`config.mk`:
```
export PLATFORM = sky130hd
export DESIGN_NAME = cdb_writeback_arbiter
export DESIGN_NICKNAME = d
export VERILOG_FILES = /design/src/rtl/cdb_writeback_arbiter.sv
export SDC_FILE = /design/constraint.sdc
export NUM_CORES = 1
export LEC_CHECK = 0
export ABC_AREA = 1
export CORE_ASPECT_RATIO = 0.5
export CORE_MARGIN = 1
export CORE_UTILIZATION = 30
export CTS_CLUSTER_DIAMETER = 40
export DETAILED_ROUTE_END_ITERATION = 6
export PLACE_DENSITY = 0.82
export SLEW_MARGIN = 20
export SYNTH_ARGS = -nofsm -noshare
export SYNTH_HDL_FRONTEND = slang
export SYNTH_SLANG_ARGS = --single-unit
```
`constraint.sdc`:
```
create_clock -name clk -period 1.8 [get_ports clk]
set_input_delay 0.36 -clock clk [delete_from_list [all_inputs] [get_ports clk]]
set_output_delay 0.36 -clock clk [all_outputs]
set_load 0.02 [all_outputs]
```
`src/rtl/cdb_writeback_arbiter.sv`:
```
// Common-data-bus / register-file write-port arbiter: grants one result producer per cycle
// and registers the winner for broadcast. Define CDB_RR_EN for round-robin, else fixed priority.
module cdb_writeback_arbiter #(
    parameter int NUM_REQ = 3,
    parameter int TAG_W   = 4,
    parameter int DATA_W  = 32,
    parameter int ADDR_W  = 5
) (
    input  logic                      clk,
    input  logic                      rst,
    input  logic [NUM_REQ-1:0]        req_valid,
    output logic [NUM_REQ-1:0]        req_ready,
    input  logic [NUM_REQ*TAG_W-1:0]  req_tag,
    input  logic [NUM_REQ*ADDR_W-1:0] req_rd,
    input  logic [NUM_REQ*DATA_W-1:0] req_data,
    input  logic                      flush,
    output logic                      cdb_valid,
    output logic [TAG_W-1:0]          cdb_tag,
    output logic [DATA_W-1:0]         cdb_data,
    output logic                      RegWrite,
    output logic [ADDR_W-1:0]         writeaddr,
    output logic [DATA_W-1:0]         writedata
);

    localparam int IDX_W = (NUM_REQ > 1) ? $clog2(NUM_REQ) : 1;

    logic              transfer;
    logic [TAG_W-1:0]  sel_tag;
    logic [ADDR_W-1:0] sel_rd;
    logic [DATA_W-1:0] sel_data;
    int                idx;

`ifdef CDB_RR_EN
    logic [IDX_W-1:0] rr_ptr;
    logic [IDX_W-1:0] gnt_idx;
`endif

    // NOTE: every combinational output gets a default before the search loop, so no latch can form.
    always_comb begin
        req_ready = '0;
        transfer  = 1'b0;
        sel_tag   = '0;
        sel_rd    = '0;
        sel_data  = '0;
        idx       = 0;
`ifdef CDB_RR_EN
        gnt_idx   = '0;
`endif
        for (int k = 0; k < NUM_REQ; k++) begin
`ifdef CDB_RR_EN
            idx = int'(rr_ptr) + k;
            if (idx >= NUM_REQ) idx = idx - NUM_REQ;
`else
            idx = k;
`endif
            // Grants are suppressed during reset and flush; first valid index in search order wins.
            if (!transfer && req_valid[idx] && !flush && !rst) begin
                transfer       = 1'b1;
                req_ready[idx] = 1'b1;
                sel_tag        = req_tag[idx*TAG_W +: TAG_W];
                sel_rd         = req_rd[idx*ADDR_W +: ADDR_W];
                sel_data       = req_data[idx*DATA_W +: DATA_W];
`ifdef CDB_RR_EN
                gnt_idx        = IDX_W'(idx);
`endif
            end
        end
    end

`ifdef CDB_RR_EN
    // NOTE: sequential state uses non-blocking assignments so all registers update from pre-edge values.
    always_ff @(posedge clk or posedge rst) begin
        if (rst) begin
            rr_ptr <= '0;
        end else if (transfer) begin
            rr_ptr <= (gnt_idx == IDX_W'(NUM_REQ - 1)) ? '0 : gnt_idx + IDX_W'(1);
        end
    end
`endif

    // Tag, address and data hold when idle; only the valid/enable strobes drop.
    always_ff @(posedge clk or posedge rst) begin
        if (rst) begin
            cdb_valid <= 1'b0;
            cdb_tag   <= '0;
            cdb_data  <= '0;
            RegWrite  <= 1'b0;
            writeaddr <= '0;
            writedata <= '0;
        end else begin
            cdb_valid <= transfer;
            RegWrite  <= transfer && (sel_rd != '0);
            if (transfer) begin
                cdb_tag   <= sel_tag;
                cdb_data  <= sel_data;
                writeaddr <= sel_rd;
                writedata <= sel_data;
            end
        end
    end

endmodule

```
Word-level counts from Yosys, hierarchy flattened
Index checks and enable logic that the tools add are counted.
{"block": "word_totals", "reg_bits": 43, "input_bits": 129, "out_inout_bits": 78}
{"block": "op_classes", "muxes": 14, "reduce_logical": 14}
{"operator": "32-bit 2-to-1 mux", "n": 3}
{"operator": "5-bit 2-to-1 mux", "n": 3}
{"operator": "4-bit 2-to-1 mux", "n": 3}
{"operator": "1-bit logical AND", "n": 9}
{"operator": "1-bit 2-to-1 mux", "n": 5}
{"operator": "5-bit nonzero test", "n": 1}
{"operator": "1-bit zero test", "n": 4}

Logic depth before layout (Yosys ltp)
{"block": "depth", "ltp_word": 16, "mapped_depth": 9, "depth_no_buf": 8}

Worst setup path before layout
OpenSTA, ideal clock, no wires.
{"block": "synth_path", "path_type": "input port to output port", "start": "input rst", "end": "output req_ready[2]", "t_arrival_ps": 1601, "t_required_ps": 1440, "path_slack_ps": -161, "path_stages": 6, "cell_sequence": "inv_2 > nand2_1 > nor2_2 > nand2_4 > inv_4 > buf_4"}
{"block": "synth_via", "elab_chain_len": 13}
{"item": "from (decl)", "line_no": "10", "rtl": "input logic rst,"}
{"item": "1-bit zero test (no source line) (*)"}
{"item": "1-bit logical AND", "line_no": "57", "rtl": "if (!transfer && req_valid[idx] && !flush && !rst) begin"}
{"item": "1-bit 2-to-1 mux", "line_no": "57"}
{"item": "1-bit zero test", "line_no": "57"}
{"item": "1-bit logical AND (3 in series)", "line_no": "57"}
{"item": "1-bit 2-to-1 mux", "line_no": "57"}
{"item": "1-bit zero test", "line_no": "57"}
{"item": "1-bit logical AND (2 in series)", "line_no": "57"}
{"item": "1-bit logical AND (*)", "line_no": "57"}
{"item": "1-bit 2-to-1 mux (*)", "line_no": "57"}
{"item": "to (decl)", "line_no": "12", "rtl": "output logic [NUM_REQ-1:0] req_ready,"}
Every way passes the cells marked *; elsewhere a longest branch is shown, timed or not.

Final worst setup path
{"block": "layout_path", "start": "register writedata[27]", "end": "output writedata[27]"}
{"item": "from (decl)", "line_no": "22", "rtl": "output logic [DATA_W-1:0] writedata"}
{"item": "from (signal assigned)", "line_no": "97", "rtl": "writedata <= sel_data;"}
No word-level cell between the ends.

==> run_results.csv <==
group,metric,value,unit
global_route,grt_usage,20.1,%
worst_setup_path,crit_buf_inv,1,
route,ant_nets,0,
worst_setup_path,crit_cells,1,
die,ios,207,
placement,port_buffers,206,
route,drc_errors,0,
die,die_area,8780,um2
final_layout,nNetsFinal,637,
synth,ys_types,20,
worst_setup_path,cp_data_required_time,1.44,ns
timing,final_max_slew_viol_count,0,
die,initial_core_util,31.2,%
die,core_area,8060,um2
synth,syn-cell-area,2520,um2
timing,fin_crit,1.68,ns
worst_setup_path,critPathMaxFanout,3,
placement,place_inst,613,
run,cap_violations,0,
power_and_ir_drop,power_density,841,nW/um2
route,wl_met1,3.74,mm
placement,post_dp_cell_area,4490,um2
global_route,grt.overflow.total,0,
timing,rsz0062_at_grt,"false",
synth,ys.warnings.count,0,
min_path,min_path_type,"primary input to asynchronous set/reset pin",
clock_network,postCtsSetupRepairBufs,0,
clock_network,htreeDepth,2,
global_route,grt_max_degree,44,
clock_network,cts_tree,"yes",
timing,finalSetupViolCount,0,
power_and_ir_drop,p_sw_share,32.1,%
worst_setup_path,start_kind,"flip-flop",
clock_network,cts_made_buffers,5,
worst_setup_path,cp_cell_sequence,"clkdlybuf4s50_1",
timing,relSlewSlack,60.3,%
power_and_ir_drop,cell_internal_pwr,2.65,mW
clock_network,cts_buffer_depth,2,
timing,fin_skew,0,ns
final_layout,layout-drive-gt1-share,8.66,%
clock_network,root_buffer,"clkbuf_16",
route,drt_pass1_iterations,4,
route,highest_layer,"met4",
timing,fmax,595,MHz
worst_setup_path,crit_path_max_incr_delay,0.64,ns
clock_network,insertion_delay,0.28,ns
clock_network,cts_hold_buf,0,
power_and_ir_drop,ir_worst_vdd,0.392,mV
die,die_h,66.8,um
die,rows,23,
final_layout,design_area,4640,um2
placement,dpl.hpwl,6.79,mm
placement,gp_congestion,0.827,
power_and_ir_drop,p_clk_share,26.0,%
worst_setup_path,worstRegToRegCells,2,
route,post_drt_wl_per_cell,14.6,um
power_and_ir_drop,total_leakage_power,1.99,nW
clock_network,path_clk_slew,0.06,ns
route,wl_met3,222,um
final_layout,diodes,0,
synth,yosysSeqAreaShare,42.8,%
worst_setup_path,critPathKind,"flip-flop to output pin",
global_route,grt_pass1_vias,2679,
synth,postSynthCellCount,327,
worst_setup_path,crit_path_end_kind,"output pin",
synth,avgSynthCellArea,7.69,um2
final_layout,syn_to_final_growth,84.6,%
route,wl_met2,5.00,mm
run_status,outcome,"completed",
route,vias,2763,
die,die_w,132,um
route,vias_per_cell,4.46,
global_route,antenna_found_initial,0,
global_route,grt_pass1_wl,13.5,mm
final_layout,stdcell_count,620,
timing,fin_crit_sh,93.3,%
route,routed_wl,9.06,mm
worst_setup_path,cpMaxStageDelayCell,"clkdlybuf4s50_1",
synth,synth_nets,456,
power_and_ir_drop,pwr-share-comb,41.3,%
route,drt_iter0_drc,172,
clock_network,cts_sinks,43,
power_and_ir_drop,p_sw,1.25,mW
power_and_ir_drop,pwr-share-seq,32.7,%
worst_setup_path,arrival,1.32,ns
worst_setup_path,path_delay_family,"buffers and inverters",
timing,tightest_slew,0.596,ns
timing,hold_violations,0,
final_layout,final_util,57.6,%
synth,synth_seq_cells,43,
## flip-flops by register name, indices dropped and copies added, names as in the netlist
signal and count:
RegWrite 1, cdb_tag 4, cdb_valid 1, writeaddr 5
writedata 32
## cells in the final DEF (no fill, tap or decap)
cell,Yosys,layout
clkdlybuf4s50_1,0,199
nand2_1,153,153
dfrtp_1,43,43
nand4_1,36,36
nand3_1,15,15
buf_4,37,12
nand2_2,10,10
inv_1,8,8
clkbuf_16,0,5
nor2_1,4,4
dlygate4sd2_1,0,3
buf_2,3,3
nor2_4,1,2
inv_4,1,2
nand2_4,2,2
buf_12,1,2
o21ai_4,1,1
inv_6,1,1
nor2_2,2,1
inv_2,2,1
a21o_1,1,1
bufinv_16,0,1
clkbuf_1,2,1
dlymetal6s2s_1,0,1
buf_6,4,1
## area by class of cell
class	instances	area, um2
multi-input cells	225	1030
well taps	112	140
clock buffers	6	129
flip-flops and latches	43	1080
clock inverters	1	30.0
fillers	719	3410
inverters	12	55.1
repair buffers	221	2190
## cells in the mapped netlist
library cell / count / area, um2
nand2_2: 10 / 62.6
inv_2: 2 / 7.51
nor2_2: 2 / 12.5
a21o_1: 1 / 7.51
inv_6: 1 / 8.76
nor2_1: 4 / 15.0
buf_12: 1 / 20.0
nand2_4: 2 / 22.5
o21ai_4: 1 / 16.3
inv_4: 1 / 6.26
dfrtp_1: 43 / 1080
buf_4: 37 / 278
buf_6: 4 / 45.0
buf_2: 3 / 15.0
inv_1: 8 / 30.0
nand3_1: 15 / 75.1
nand2_1: 153 / 574
nand4_1: 36 / 225
nor2_4: 1 / 11.3
clkbuf_1: 2 / 7.51
## power groups by stage
stage | Combinational [mW] | Sequential [mW] | Clock [mW]
after floorplan | 0.623 | 1.48 | 0
after global placement | 1.60 | 1.29 | 0
after detailed placement | 1.62 | 1.30 | 0
after CTS | 1.62 | 1.28 | 1.05
after global routing | 1.71 | 1.30 | 1.08
final | 1.61 | 1.28 | 1.02
## per-stage QoR
stage	setup slack, ns	setup TNS [ns]	hold slack [ns]	power [mW]
2_1_floorplan	0.0726	0	0.252	2.11
3_3_place_gp	-0.453	-6.79	0.460	2.89
3_5_place_dp	-0.469	-7.97	0.475	2.92
4_1_cts	0.0417	0	0.472	3.96
5_1_grt	0.0897	0	0.500	4.10
6_report	0.121	0	0.460	3.91
## cell families (layout without fill, tap and decap cells)
logic type	Yosys count	count (layout)	synth area share [%]
flops	43	43	42.8
buf+inv	59	240	16.6
compound gates	2	2	0.945
simple gates	223	223	39.7
## final timing paths
check | slack [ns] | startpoint | end
min | 0.46 | rst | cdb_tag[1]
max in group asynchronous | 0.95 | rst | writedata[28]
max reg2reg | 1.10 | writedata[10] | writedata[10]
min reg2reg | 0.48 | writeaddr[4] | writeaddr[4]
max | 0.12 | writedata[27] | writedata[27]
min in group clk | 0.48 | writeaddr[4] | writeaddr[4]
## routing by layer
metal	track usage, %	up-vias
li1	-	1377
met1	23.1	1333
met2	38.7	45
met3	3.81	8
met4	5.38	0
met5	0	-
## repair_timing
| item | CTS | global route |
|---|---|---|
| pin swaps | 0 | 1 |
| setup endpoints to repair | 3 | 4 |
| resized for setup | 16 | 2 |
No activity file was read; power rests on OpenSTA's default activity.
